[src/rtl/can_rx.sv]
// Bit-level receiver for the link-layer CAN frame: destuffs, checks CRC/form,
// unpacks the header and data fields and drives the ACK slot on a good frame.
module can_rx #(
  parameter int ACK_EN    = 1,
  parameter int IDLE_BITS = 11
) (
  input  logic        clk_can_i,
  input  logic        rst_i,
  input  logic        rx_i,
  output logic        tx_o,
  output logic        rx_busy_o,
  output logic        rx_valid_o,
  output logic        rx_error_o,
  output logic [1:0]  rx_error_code_o,
  output logic        message_type_o,
  output logic [5:0]  local_address_o,
  output logic [5:0]  remote_address_o,
  output logic [1:0]  handshake_o,
  output logic [1:0]  atribute_o,
  output logic [3:0]  expand_count_o,
  output logic [7:0]  cmd_data_sign_o,
  output logic [3:0]  dlc_o,
  output logic [63:0] rx_data_o
);

  localparam logic [2:0] ST_INTEGRATE = 3'd0;
  localparam logic [2:0] ST_IDLE      = 3'd1;
  localparam logic [2:0] ST_FIELDS    = 3'd2;
  localparam logic [2:0] ST_CRC_DEL   = 3'd3;
  localparam logic [2:0] ST_ACK       = 3'd4;
  localparam logic [2:0] ST_ACK_DEL   = 3'd5;
  localparam logic [2:0] ST_EOF       = 3'd6;

  localparam logic [1:0] ERR_STUFF = 2'd1;
  localparam logic [1:0] ERR_FORM  = 2'd2;
  localparam logic [1:0] ERR_CRC   = 2'd3;

  localparam int unsigned IW = $clog2(IDLE_BITS + 1);
  localparam logic [IW-1:0] IDLE_LAST = IW'(IDLE_BITS - 1);

  // Destuffed bit index counts from message_type (0) to the last CRC bit (116).
  localparam logic [6:0] SRR_IDX       = 7'd11;
  localparam logic [6:0] IDE_IDX       = 7'd12;
  localparam logic [6:0] RTR_IDX       = 7'd31;
  localparam logic [6:0] RES0_IDX      = 7'd32;
  localparam logic [6:0] RES1_IDX      = 7'd33;
  localparam logic [6:0] CRC_START_IDX = 7'd102;
  localparam logic [6:0] LAST_CRC_IDX  = 7'd116;
  localparam logic [6:0] DONE_IDX      = 7'd117;

  logic [2:0]    state;
  logic [IW-1:0] integ_cnt;
  logic [6:0]    bit_idx;
  logic [2:0]    run_cnt;
  logic          prev_bit;
  logic [14:0]   crc_calc;
  logic [14:0]   crc_rx;
  logic [96:0]   sreg;
  logic [2:0]    eof_cnt;

  logic          stuff_slot;
  logic [2:0]    run_next;
  logic          form_bit;
  logic          keep_bit;
  logic          crc_fb;
  logic [14:0]   crc_next;
  logic          err_det;
  logic [1:0]    err_kind;
  logic          frame_done;

  always_comb begin
    stuff_slot = (run_cnt == 3'd5);
    run_next   = (rx_i == prev_bit) ? run_cnt + 3'd1 : 3'd1;
    form_bit   = (bit_idx == SRR_IDX) || (bit_idx == IDE_IDX);
    keep_bit   = (bit_idx < CRC_START_IDX) && !form_bit &&
                 (bit_idx != RTR_IDX) && (bit_idx != RES0_IDX) && (bit_idx != RES1_IDX);
    crc_fb     = rx_i ^ crc_calc[14];
    crc_next   = {crc_calc[13:0], 1'b0} ^ (crc_fb ? 15'h4599 : 15'h0000);
    frame_done = (state == ST_EOF) && rx_i && (eof_cnt == 3'd6);
  end

  always_comb begin
    err_det  = 1'b0;
    err_kind = 2'd0;
    case (state)
      ST_FIELDS: begin
        if (stuff_slot) begin
          if (rx_i == prev_bit) begin
            err_det  = 1'b1;
            err_kind = ERR_STUFF;
          end
        end else if (form_bit && !rx_i) begin
          err_det  = 1'b1;
          err_kind = ERR_FORM;
        end
      end
      ST_CRC_DEL: begin
        if (crc_calc != crc_rx) begin
          err_det  = 1'b1;
          err_kind = ERR_CRC;
        end else if (!rx_i) begin
          err_det  = 1'b1;
          err_kind = ERR_FORM;
        end
      end
      ST_ACK_DEL, ST_EOF: begin
        if (!rx_i) begin
          err_det  = 1'b1;
          err_kind = ERR_FORM;
        end
      end
      default: begin
        err_det  = 1'b0;
        err_kind = 2'd0;
      end
    endcase
  end

  always_ff @(posedge clk_can_i or negedge rst_i) begin
    if (!rst_i) begin
      state     <= ST_INTEGRATE;
      integ_cnt <= '0;
      bit_idx   <= '0;
      run_cnt   <= '0;
      prev_bit  <= 1'b0;
      crc_calc  <= '0;
      crc_rx    <= '0;
      sreg      <= '0;
      eof_cnt   <= '0;
    end else if (err_det) begin
      state     <= ST_INTEGRATE;
      integ_cnt <= '0;
    end else begin
      case (state)
        ST_INTEGRATE: begin
          if (rx_i) begin
            if (integ_cnt == IDLE_LAST) begin
              state     <= ST_IDLE;
              integ_cnt <= '0;
            end else begin
              integ_cnt <= integ_cnt + IW'(1);
            end
          end else begin
            integ_cnt <= '0;
          end
        end
        ST_IDLE: begin
          if (!rx_i) begin
            state    <= ST_FIELDS;
            bit_idx  <= '0;
            run_cnt  <= 3'd1;
            prev_bit <= 1'b0;
            crc_calc <= '0;
          end
        end
        ST_FIELDS: begin
          prev_bit <= rx_i;
          if (stuff_slot) begin
            run_cnt <= 3'd1;
            if (bit_idx == DONE_IDX) state <= ST_CRC_DEL;
          end else begin
            run_cnt <= run_next;
            bit_idx <= bit_idx + 7'd1;
            if (keep_bit) sreg <= {sreg[95:0], rx_i};
            if (bit_idx < CRC_START_IDX) crc_calc <= crc_next;
            else                         crc_rx   <= {crc_rx[13:0], rx_i};
            // A run of five ending on the last CRC bit still owes a stuff bit
            // before the delimiter, so stay in FIELDS with the index parked at DONE.
            if (bit_idx == LAST_CRC_IDX && run_next != 3'd5) state <= ST_CRC_DEL;
          end
        end
        ST_CRC_DEL: state <= ST_ACK;
        ST_ACK:     state <= ST_ACK_DEL;
        ST_ACK_DEL: begin
          state   <= ST_EOF;
          eof_cnt <= '0;
        end
        ST_EOF: begin
          if (eof_cnt == 3'd6) state <= ST_IDLE;
          else                 eof_cnt <= eof_cnt + 3'd1;
        end
        default: state <= ST_INTEGRATE;
      endcase
    end
  end

  always_ff @(posedge clk_can_i or negedge rst_i) begin
    if (!rst_i) begin
      rx_valid_o      <= 1'b0;
      rx_error_o      <= 1'b0;
      rx_error_code_o <= '0;
    end else begin
      rx_valid_o <= frame_done;
      rx_error_o <= err_det;
      if (err_det) rx_error_code_o <= err_kind;
    end
  end

  // ACK is registered at the delimiter edge so it covers exactly the ACK slot.
  always_ff @(posedge clk_can_i or negedge rst_i) begin
    if (!rst_i) begin
      tx_o <= 1'b1;
    end else if (state == ST_CRC_DEL && !err_det && ACK_EN != 0) begin
      tx_o <= 1'b0;
    end else begin
      tx_o <= 1'b1;
    end
  end

  always_ff @(posedge clk_can_i or negedge rst_i) begin
    if (!rst_i) begin
      message_type_o   <= 1'b0;
      local_address_o  <= '0;
      remote_address_o <= '0;
      handshake_o      <= '0;
      atribute_o       <= '0;
      expand_count_o   <= '0;
      cmd_data_sign_o  <= '0;
      dlc_o            <= '0;
      rx_data_o        <= '0;
    end else if (frame_done) begin
      message_type_o   <= sreg[96];
      local_address_o  <= sreg[95:90];
      remote_address_o <= sreg[89:84];
      handshake_o      <= sreg[83:82];
      atribute_o       <= sreg[81:80];
      expand_count_o   <= sreg[79:76];
      cmd_data_sign_o  <= sreg[75:68];
      dlc_o            <= sreg[67:64];
      rx_data_o        <= sreg[63:0];
    end
  end

  assign rx_busy_o = (state != ST_INTEGRATE) && (state != ST_IDLE);

endmodule

[config.mk]
export PLATFORM = sky130hd
export DESIGN_NAME = can_rx
export DESIGN_NICKNAME = d
export VERILOG_FILES = /design/src/rtl/can_rx.sv
export SDC_FILE = /design/constraint.sdc
export NUM_CORES = 1
export LEC_CHECK = 0
export ABC_AREA = 1
export CORE_UTILIZATION = 50
export DETAILED_ROUTE_END_ITERATION = 16
export PLACE_DENSITY_LB_ADDON = 0.15
export REMOVE_ABC_BUFFERS = 1
export SLEW_MARGIN = 20
export SYNTH_ARGS = -nofsm -noshare
export SYNTH_HDL_FRONTEND = slang
export SYNTH_SLANG_ARGS = --single-unit
[constraint.sdc]
create_clock -name clk_can_i -period 1.9 [get_ports clk_can_i]
set_clock_uncertainty 0.1 [all_clocks]
set_input_delay 0.38 -clock clk_can_i [delete_from_list [all_inputs] [get_ports clk_can_i]]
set_output_delay 0.38 -clock clk_can_i [all_outputs]
set_load 0.05 [all_outputs]
* Yosys cells after proc, flatten, opt, wreduce, memory -nomap -nowiden
Cells that the tools add are included.
** Word-level totals
- Register bits :: 250
- Bits of input ports :: 3
- Output and inout bits :: 103
- Word-level logic and storage cells :: 131
** Operators by class
- Add/sub/neg operators :: 4
- $lt $le $gt $ge :: 1
- Equal/unequal tests :: 30
- Multiplexer cells :: 42
- Bitwise logic cells :: 5
- Reduce and logical (&&, ||, !) cells :: 27
** Operators with widths (count)
- $mux W15 :: 4
- $mux W3 :: 12
- $pmux W15 S2 :: 1
- $pmux W3 S7 :: 1
- $mux W4 :: 4
- $eq A3 B3 Y1 const B :: 5
- $ne A15 B15 Y1 :: 1
- $xor A15 B15 Y15 :: 1
- $eq A7 B4 Y1 const B :: 2
- $eq A7 B7 Y1 const B :: 2
- $mux W7 :: 2
- $ne A7 B6 Y1 const B :: 2
- $pmux W7 S2 :: 1
- $ne A3 B3 Y1 const B :: 4
- $pmux W3 S2 :: 2
- $reduce_and A4 Y1 :: 3
- $logic_and A1 B1 Y1 :: 10
- $mux W1 :: 8
- $mux W2 :: 4
- $ne A2 B2 Y1 const B :: 4
- $ne A4 B4 Y1 const B :: 2
- $add A7 B1 Y7 const B :: 1
- $lt A7 B7 Y1 const B :: 1
- $ne A7 B5 Y1 const B :: 1
- other kinds (22) :: 31

* Logic depth before layout (Yosys ltp)
Gate-level depths: netlist of the first run.
- Word-level depth :: 9
- Depth in mapped cells :: 15
- Depth with buffers taken out :: 14

* Least setup slack after synthesis of the first run
Ideal clock, no wire load.
- Kind :: register to register
- Start :: reg state[2]
- End :: reg crc_calc[10]
- Library setup time :: 0.066 ns
- Arrival time :: 2.049 ns
- Required time :: 1.734 ns
- Slack :: -0.315 ns
- Stages on the path, launching flop included :: 11
- Buffers on the path :: 1
- Clock period less this slack :: 2.215 ns
- Path through :: dfrtp_1 -> inv_1 -> nand2_1 -> o21ai_0 -> nand2_1 -> inv_1 -> nand4_1 -> nor2_2 -> buf_2 -> nand3_1 -> nand2_1
** On the way
- Word-level cells in the longest chain between the ends :: 5
- Elaborated cells between the ends (all ways) :: 14
- Those cells by class :: 8 x eq/ne; 2 x mux; 1 x bitwise; 3 x reduce/logical
** RTL lines
- from (decl) :: RTL line 51 : logic [2:0] state;
- from (signal assigned) :: RTL line 121 : state <= ST_INTEGRATE;
- from (signal assigned) :: RTL line 131 : state <= ST_INTEGRATE;
- from (signal assigned) :: RTL line 138 : state <= ST_IDLE;
- $eq A3 B3 Y1 :: RTL line 85 : case (state)
- $reduce_or A2 Y1 :: RTL line 85
- $pmux W1 S3 :: RTL line 85
- $not A1 Y1 (no line)
- $reduce_and A5 Y1 (no line)
- to (signal assigned) :: RTL line 165 : if (bit_idx < CRC_START_IDX) crc_calc <= crc_next;
- to (decl) :: RTL line 56 : logic [14:0] crc_calc;
Parallel ways exist; a longest one is shown, timed or not.
A chain may end at the register's enable or synchronous reset.

* Worst setup path after layout of the first run
- Start :: reg bit_idx[1]
- End :: reg sreg[9]
** On the way
- Word-level cells in the longest chain between the ends :: 8
- Elaborated cells between the ends (all ways) :: 18
- Those cells by class :: 1 x order compare; 5 x eq/ne; 3 x mux; 1 x bitwise; 8 x reduce/logical
** RTL lines
- from (decl) :: RTL line 53 : logic [6:0] bit_idx;
- from (signal assigned) :: RTL line 163 : bit_idx <= bit_idx + 7'd1;
- $eq A7 B4 Y1 :: RTL line 74 : form_bit = (bit_idx == SRR_IDX) || (bit_idx == IDE_IDX);
- $logic_or A1 B1 Y1 :: RTL line 74
- $logic_and A1 B1 Y1 / $logic_not A1 Y1 (equally long branches) :: RTL line 92, 75
- $mux W1 / $logic_and A1 B1 Y1 (equally long branches) :: RTL line 92, 75
- $mux W1 / $logic_and A1 B1 Y1 (equally long branches) :: RTL line 87, 75
- $pmux W1 S3 / $logic_and A1 B1 Y1 (equally long branches) :: RTL line 85, 76
- $not A1 Y1 (no line) / $logic_and A1 B1 Y1 (equally long branches)
- $reduce_and A4 Y1 (no line) *
- to (signal assigned) :: RTL line 164 : if (keep_bit) sreg <= {sreg[95:0], rx_i};
- to (decl) :: RTL line 58 : logic [96:0] sreg;
Every way passes the cells marked *; elsewhere a longest branch is shown, timed or not.

==> results of run 1 <==
-- sequential cells by signal (all words and copies together), names as in the netlist, 4 cells and up --
name,count
bit_idx,7
cmd_data_sign_o,8
crc_calc,15
crc_rx,15
dlc_o,4
expand_count_o,4
integ_cnt,4
local_address_o,6
remote_address_o,6
rx_data_o,64
sreg,97
-- cell families after synthesis --
family	share of synthesized area, %
simple gates	16.9
flops	60.6
compound gates	12.0
xor+xnor	0.933
buf+inv	8.44
fa+ha+maj	1.09
-- cells in the final DEF, fill, tap and decap left out, types with 8 or more instances in the layout --
master / count
o21ai_1: 85
nand3_2: 21
o21ai_2: 34
dfrtp_1: 248
inv_1: 139
nand3_1: 16
buf_4: 182
buf_6: 28
inv_2: 8
o21ai_0: 108
buf_16: 14
clkbuf_16: 47
nand2_2: 43
nand2_4: 21
nand2_1: 278
buf_12: 17
nor2_1: 28
-- report_power, final --
group	internal, mW	switching (mW)
clock network	3.32	2.17
registers	5.57	0.203
logic	2.91	3.10
total	11.8	5.47
-- final timing paths --
check                                           end  cells past startpoint                 from  slack [ns]
worst max-delay path                        sreg[9]                     14           bit_idx[1]       -0.33
worst min-delay path                       sreg[44]                      2                rst_i        0.21
worst max register to register              sreg[9]                     14           bit_idx[1]       -0.33
worst min register to register  remote_address_o[0]                      2  remote_address_o[0]        0.38
max in group asynchronous             rx_data_o[36]                      4                rst_i        0.79
min in group clk_can_i          remote_address_o[0]                      2  remote_address_o[0]        0.38
-- timing repair --
item	in CTS	in global routing
resized for setup	125	234
gates cloned	12	29
buffers inserted	8	10
setup endpoints to repair	172	210
hold buffers	1	0
pin swaps	11	35
hold endpoints to repair	119	0
-- worst reg2reg max path, delay by kind of cell, from the launching register on --
kind / cells / cell delay (ns)
flops: 1 / 0.41
compound gates: 2 / 0.25
buf+inv: 4 / 0.66
simple gates: 7 / 0.59
fa+ha+maj: 1 / 0.14
-- routing by layer --
| layer | vias to the layer above | share of wire (%) | wire, µm | track usage [%] |
|---|---|---|---|---|
| met2 | 246 | 49 | 13800 | 36.6 |
| met4 | 0 | 2.4 | 677 | 6.21 |
| met3 | 46 | 5.4 | 1510 | 3.29 |
| met1 | 4267 | 43 | 12100 | 32.4 |
| met5 | - | 0 | 0 | 0 |
| li1 | 4155 | - | - | - |
-- through the flow --
| step | area, µm² | worst slack [ns] | hold WS (ns) | utilization (%) |
|---|---|---|---|---|
| after global routing | 15000 | -0.467 | 0.252 | 74.3 |
| after CTS | 13800 | -0.250 | 0.222 | 68.1 |
| final | 15000 | -0.331 | 0.212 | 74.3 |
| after floorplan | 10000 | -1.68 | -0.0156 | - |
| after global placement | 12200 | -0.360 | 0.193 | 60.1 |
| after detailed placement | 12200 | -0.413 | 0.192 | 60.1 |
-- layout make-up --
| class | count | area (µm²) | area share, % |
|---|---|---|---|
| timing repair buffer | 269 | 3030 | 20.1 |
| clock buffer | 34 | 711 | 4.73 |
| inverter | 151 | 598 | 3.98 |
| timing repair inverter | 2 | 41.3 | 0.275 |
| tap | 270 | 338 | 2.25 |
| sequential | 250 | 6260 | 41.6 |
| multi-input combinational | 699 | 3850 | 25.6 |
| clock inverter | 13 | 210 | 1.40 |
==> impl_metrics.yaml, run 1 <==
route:
  wire_per_inst_um: 16.6
  viasPerCell: 5.16
  ant_nets: 0
  vias: 8714
  totalWireLength_um: 28100
  drt_iter0_markers: 542
  route.detailed.drc: 0
  dr.pass1.iters: 5
sta:
  finalHoldViolCount: 0
  rsz0062_at_grt: "true"
  period_share_pct: 117
  fin_crit_ns: 2.23
  setup_viol: 175
  slew_headroom_pct: 76.2
  finalSetupTns_ns: -36.66
  fin_ws_ns: -0.331
  fmax_mhz: 448
  slew_violations: 0
  tightest_slew_ns: 0.357
floorplan:
  die_h_um: 146
  ios: 106
  start_util_pct: 51.0
  rows: 52
  core_area_um2: 20200
  die_x_um: 146
  die-area_um2: 21200
global_routing:
  grtUsageTotal_pct: 22.7
  grt_pass1_wl_um: 39600
  antenna_found_initial: 0
  grt_max_degree: 62
  gr-total-overflow: 0
  first_global_vias: 8099
synthesis:
  yosysUniqueCellTypes: 30
  synth_area_leaders: "dfrtp_1, nand2_1, o21ai_0, inv_1, nand3_1"
  synth_seq_cells: 250
  synth.top_cell.area_share_pct: 60.4
  synth_cells: 1152
  synth_most_common_cell: "nand2_1"
  synth-main-ff-cell: "dfrtp_1"
  synthArstFlopShare_pct: 100
  ys_seq_area_share_pct: 60.6
  yosysTopAreaCell: "dfrtp_1"
  ys_warn_count: 0
  synth_area_um2: 10300
  synth_edf_count: 0
  avgSynthCellArea_um2: 8.96
  synth_commonest_cells: "nand2_1, dfrtp_1, o21ai_0"
cts:
  root_buffer: "clkbuf_16"
  cts_tree: "done"
  clk_latency_ns: 0.54
  clkTransAtPathRegs_ns: 0.07
  clock_path_buffers: 3
  cts_buffers: 26
  cts_sinks: 250
  cts_max_level: 1
placement:
  portBuffers: 105
  placed_cells: 1583
  dp_hpwl_um: 14300
  finalWeightedCongestion: 0.842
run_status:
  violations: "setup timing"
  outcome: "finished with violations"
setup_path:
  critPathArrivalTime_ns: 2.58
  critical_path.max_stage_delay_ns: 0.41
  cpMostUsedCell: "nand2_2"
  cp_slowest_cell: "dfrtp_1"
  timing_worst_setup_path_type: "flip-flop to flip-flop"
  start_kind: "flip-flop"
  worst-path-buf-inv: 4
  crit_chain: "inv_2 > ha_4 > nand3_2 > a21oi_2 > buf_4 > nand2_4 > nand2_2 > nand2_2 > and2_4 > nand3_4 > buf_6 > clkbuf_16 > nand2_1 > o21ai_0"
  critPathRequiredTime_ns: 2.24
  critPathMaxFanout: 6
  path_delay_family: "buffers and inverters"
  end_kind: "flip-flop"
finish:
  drive_above_1_share_pct: 33.3
  nNetsFinal: 1411
  synthToLayoutAreaGrowth_pct: 45.7
  final_cells: 1688
  antenna_cells: 0
  nFillCells: 1345
power_and_ir_drop:
  leakagePower_nw: 7.07
  irDropWorstVdd_mv: 0.950
  finalPower_mw: 17.3
  power_per_cell_area_nw_per_um2: 1150
worst_hold_path:
  hold_path_class: "input port to asynchronous set/reset pin"
run:
  cap_viol_max_count: 0
Power figures use the tool's default switching activity.
==> run 2: changes to the inputs <==
PLACE_DENSITY_LB_ADDON = 0.1   (was 0.15)
==> impl_metrics.yaml, run 2 (synthesis results as in run 1) <==
sta:
  finalHoldViolCount: 0
  fin_ws_ns: -0.268
  fmax_mhz: 461
  slew_headroom_pct: 70.5
  slew_violations: 0
  tightest_slew_ns: 0.443
  period_share_pct: 114
  rsz0062_at_grt: "true"
  setup_viol: 148
  whs_ns: 0.262
  fin_crit_ns: 2.17
setup_path:
  critPathArrivalTime_ns: 2.49
  end_kind: "flip-flop"
  r2r_cells: 11
  critPathMaxFanout: 8
  start_kind: "flip-flop"
  critPathRequiredTime_ns: 2.22
  timing_worst_setup_path_type: "flip-flop to flip-flop"
finish:
  nNetsFinal: 1383
  synthToLayoutAreaGrowth_pct: 36.7
  nFillCells: 1579
  fin_util_pct: 69.7
  final_common_cell: "nand2_1"
  antenna_cells: 0
  largest_register_ffs: 97
  top_regs: "sreg (97), rx_data_o (64)"
  final_cells: 1661
  drive_above_1_share_pct: 29.5
  top_register: "sreg"
  final_cell_mix: "nand2_1, dfrtp_1, buf_4"
placement:
  finalWeightedCongestion: 0.843
  dp_hpwl_um: 13800
  placed_cells: 1570
  portBuffers: 105
  place_ws_ns: -0.456
route:
  totalWireLength_um: 25000
  viasPerCell: 4.99
  vias: 8284
  wire_per_inst_um: 15.1
  ant_nets: 0
  dr.pass1.iters: 5
  route.detailed.drc: 0
  drt_iter0_markers: 431
power_and_ir_drop:
  finalPower_mw: 16.0
  power_per_cell_area_nw_per_um2: 1130
  irDropWorstVdd_mv: 0.956
  leakagePower_nw: 6.66
global_routing:
  grt_max_degree: 103
  grt_pass1_wl_um: 37400
  gr-total-overflow: 0
  grtUsageTotal_pct: 21.1
  first_global_vias: 7797
  antenna_found_initial: 0
floorplan:
  rows: 52
  die_h_um: 146
  die-area_um2: 21200
  core_area_um2: 20200
  die_x_um: 146
  ios: 106
  start_util_pct: 51.0
cts:
  clock_path_buffers: 3
  cts_max_level: 1
  cts_buffers: 27
  clkTransAtPathRegs_ns: 0.06
  cts_tree: "done"
  root_buffer: "clkbuf_16"
  cts_sinks: 250
  clk_latency_ns: 0.53
run:
  cap_viol_max_count: 0
run_status:
  outcome: "finished with violations"
  violations: "setup timing"
worst_hold_path:
  hold_path_class: "input port to asynchronous set/reset pin"
[run 2: cell types whose count changed in the layout (fill, tap and decap cells not counted), sizes merged]
cell | before | now
clkbuf | 55 | 52
clkinvlp | 2 | 0
bufinv | 5 | 2
buf | 246 | 230
clkinv | 9 | 4
inv | 150 | 152
[run 2: path summary, 6_finish.rpt]
kind                                startpoint  slack [ns]        endpoint
min in group clk_can_i          message_type_o        0.37  message_type_o
worst min-delay path                     rst_i        0.26   rx_data_o[42]
worst min register to register  message_type_o        0.37  message_type_o
worst max register to register      bit_idx[1]       -0.27        sreg[38]
max in group asynchronous                rst_i        0.81        sreg[37]
worst max-delay path                bit_idx[1]       -0.27        sreg[38]
[run 2: metrics by stage]
step	TNS, ns	instance area, µm²
after floorplan	-276.18	10000
after global placement	-63.70	12000
after detailed placement	-71.61	12000
after CTS	-19.71	13300
after global routing	-44.40	14100
final	-25.91	14100
[run 2: worst max-delay path: stages, from the launching register on]
cell       delay, ns
dfrtp_1         0.41
inv_2           0.10
buf_4           0.13
ha_2            0.19
o21ai_2         0.07
o31ai_2         0.27
a31oi_4         0.15
nand3_4         0.15
buf_8           0.17
clkbuf_16       0.16
nand2_1         0.05
o21ai_0         0.10
[run 2: final cells by class]
| cell class | count | area (µm²) | area share, % |
|---|---|---|---|
| timing repair buffer | 242 | 2360 | 16.8 |
| clock inverter | 7 | 92.6 | 0.656 |
| tap | 270 | 338 | 2.39 |
| multi-input combinational | 699 | 3630 | 25.7 |
| clock buffer | 42 | 852 | 6.04 |
| sequential | 250 | 6260 | 44.4 |
| inverter | 151 | 577 | 4.09 |
[run 2: power by group]
part           switching [mW]  leakage, nW  internal (mW)
clock                    2.09        0.472           3.34
sequential              0.205         3.46           5.57
combinational            2.57         2.72           2.20
[run 2: repair_timing]
action / in CTS / in global routing
resized for setup: 79 / 158
hold buffers: 1 / 0
buffers inserted: 11 / 10
pin swaps: 6 / 28
endpoints found under the hold margin: 40 / 0
setup endpoints to repair: 153 / 250
cloned: 4 / 18
[run 2: routing by layer]
metal,global-route usage (%),vias up,part of all wire [%]
met3,2.76,23,4.3
met2,34.3,194,49
met5,0,-,0
met4,4.84,0,1.1
met1,30.5,3984,46
li1,-,4083,-
==> run 3: changes to the inputs <==
CORE_MARGIN = 8   (was unset)
GPL_ROUTABILITY_DRIVEN = 0   (was unset)
==> impl_metrics.yaml, run 3 (synthesis results as in run 1) <==
run_status:
  outcome: "finished with violations"
  violations: "setup timing"
sta:
  rsz0062_at_grt: "true"
  fin_crit_ns: 2.23
  slew_violations: 0
  fin_ws_ns: -0.327
  finalSetupTns_ns: -30.34
  period_share_pct: 117
  slew_headroom_pct: 68.3
  fmax_mhz: 449
  setup_viol: 148
  finalHoldViolCount: 0
  tightest_slew_ns: 0.475
setup_path:
  critPathMaxFanout: 7
  critPathRequiredTime_ns: 2.23
  start_kind: "flip-flop"
  critPathArrivalTime_ns: 2.56
  end_kind: "flip-flop"
  timing_worst_setup_path_type: "flip-flop to flip-flop"
placement:
  dpl_cell_area_um2: 11900
  portBuffers: 105
  place_ws_ns: -0.271
  dp_hpwl_um: 14200
  placed_cells: 1559
cts:
  clk_latency_ns: 0.55
  root_buffer: "clkbuf_16"
  cts_tree: "done"
  cts_max_level: 1
  clock_path_buffers: 3
  cts_sinks: 250
  clkTransAtPathRegs_ns: 0.06
  cts_buffers: 27
global_routing:
  first_global_vias: 8772
  grtUsageTotal_pct: 21.1
  grtUsageMet3_pct: 3.34
  grt_max_degree: 99
  grt_pass1_wl_um: 44900
  gr-total-overflow: 0
  antenna_found_initial: 0
  grt_use_met1_pct: 28.2
  gr-usage-met2_pct: 35.7
  grt_busiest_layer: "met2"
floorplan:
  rows: 52
  core_area_um2: 20200
  start_util_pct: 51.0
  ios: 106
  die-area_um2: 25500
  die_h_um: 160
  die_x_um: 160
power_and_ir_drop:
  power_per_cell_area_nw_per_um2: 1120
  irDropWorstVdd_mv: 1.15
  leakagePower_nw: 7.33
route:
  viasPerCell: 5.50
  totalWireLength_um: 34900
  drt_iter0_markers: 584
  ant_nets: 0
  route.detailed.drc: 0
  dr.pass1.iters: 6
  vias: 9336
  wire_per_inst_um: 20.6
finish:
  antenna_cells: 0
  nNetsFinal: 1417
  top_register: "sreg"
  drive_above_1_share_pct: 43.7
  largest_register_ffs: 97
  synthToLayoutAreaGrowth_pct: 52.4
  fin_area_um2: 15700
  final_cells: 1696
  final_cell_mix: "dfrtp_1, nand2_1, buf_4"
  top_regs: "sreg (97), rx_data_o (64)"
  final_common_cell: "dfrtp_1"
run:
  cap_viol_max_count: 0
worst_hold_path:
  hold_path_class: "input port to asynchronous set/reset pin"
-- run 3: changes by cell type in the layout (fill, tap and decap cells not counted), sizes merged --
| cell | change |
|---|---|
| buf | +20 |
| bufbuf | +1 |
| inv | +1 |
| clkinv | +10 |
| bufinv | +1 |
| clkbuf | +2 |
-- run 3: worst max-delay path, stage by stage, from the launching register on --
cell and delay (ns):
dfrtp_1 0.51, inv_1 0.14, buf_4 0.16, nor2_4 0.04
nand2_1 0.07, nand2_2 0.08, a31oi_4 0.23, nand3_4 0.14
buf_12 0.17, buf_8 0.14, clkbuf_16 0.18, nand2_1 0.06
o21ai_1 0.07
-- run 3: final timing paths --
check / cells after the start / startpoint / to / slack, ns
max in group asynchronous: 3 / rst_i / state[1] / 0.80
worst min register to register: 2 / remote_address_o[2] / remote_address_o[2] / 0.38
min in group clk_can_i: 2 / remote_address_o[2] / remote_address_o[2] / 0.38
worst max-delay path: 12 / bit_idx[3] / sreg[39] / -0.33
worst min-delay path: 2 / rst_i / integ_cnt[1] / 0.27
worst max register to register: 12 / bit_idx[3] / sreg[39] / -0.33
-- run 3: report_power, final --
part	switching (mW)	internal, mW	leakage, nW	total (mW)
combinational	3.45	2.95	3.41	6.40
sequential	0.228	5.57	3.46	5.80
clock	2.28	3.19	0.464	5.48
total	5.96	11.7	7.33	17.7
-- run 3: timing repair --
action                     in CTS  in global routing
pin swaps                      25                 39
gates resized for setup       239                391
cloned                         21                 36
hold buffers                    1                  0
setup buffers                  23                 23
hold endpoints to repair       46                  0
setup endpoints to repair     147                247
-- run 3: routing by layer --
metal  vias up  share of wire [%]
met5         -                  0
met4         0                4.4
li1       4165                  -
met1      4643                 40
met3       120                7.3
met2       408                 48
-- run 3: layout make-up --
class / count / area [µm²]
multi-input combinational: 699 / 4370
sequential: 250 / 6260
timing repair buffer: 273 / 3210
inverter: 151 / 584
clock buffer: 34 / 742
fill: 1261 / 4510
timing repair inverter: 3 / 47.5
tap: 270 / 338
clock inverter: 16 / 174
-- run 3: through the flow --
stage | hold WS [ns] | utilization (%) | total power [mW]
CTS | 0.277 | 70.1 | 16.8
global route | 0.305 | 77.7 | 18.2
detailed placement | 0.255 | 58.9 | 8.87
floorplan | -0.0156 | - | 7.46
finish | 0.274 | 77.7 | 17.7
global placement | 0.259 | 58.9 | 8.85
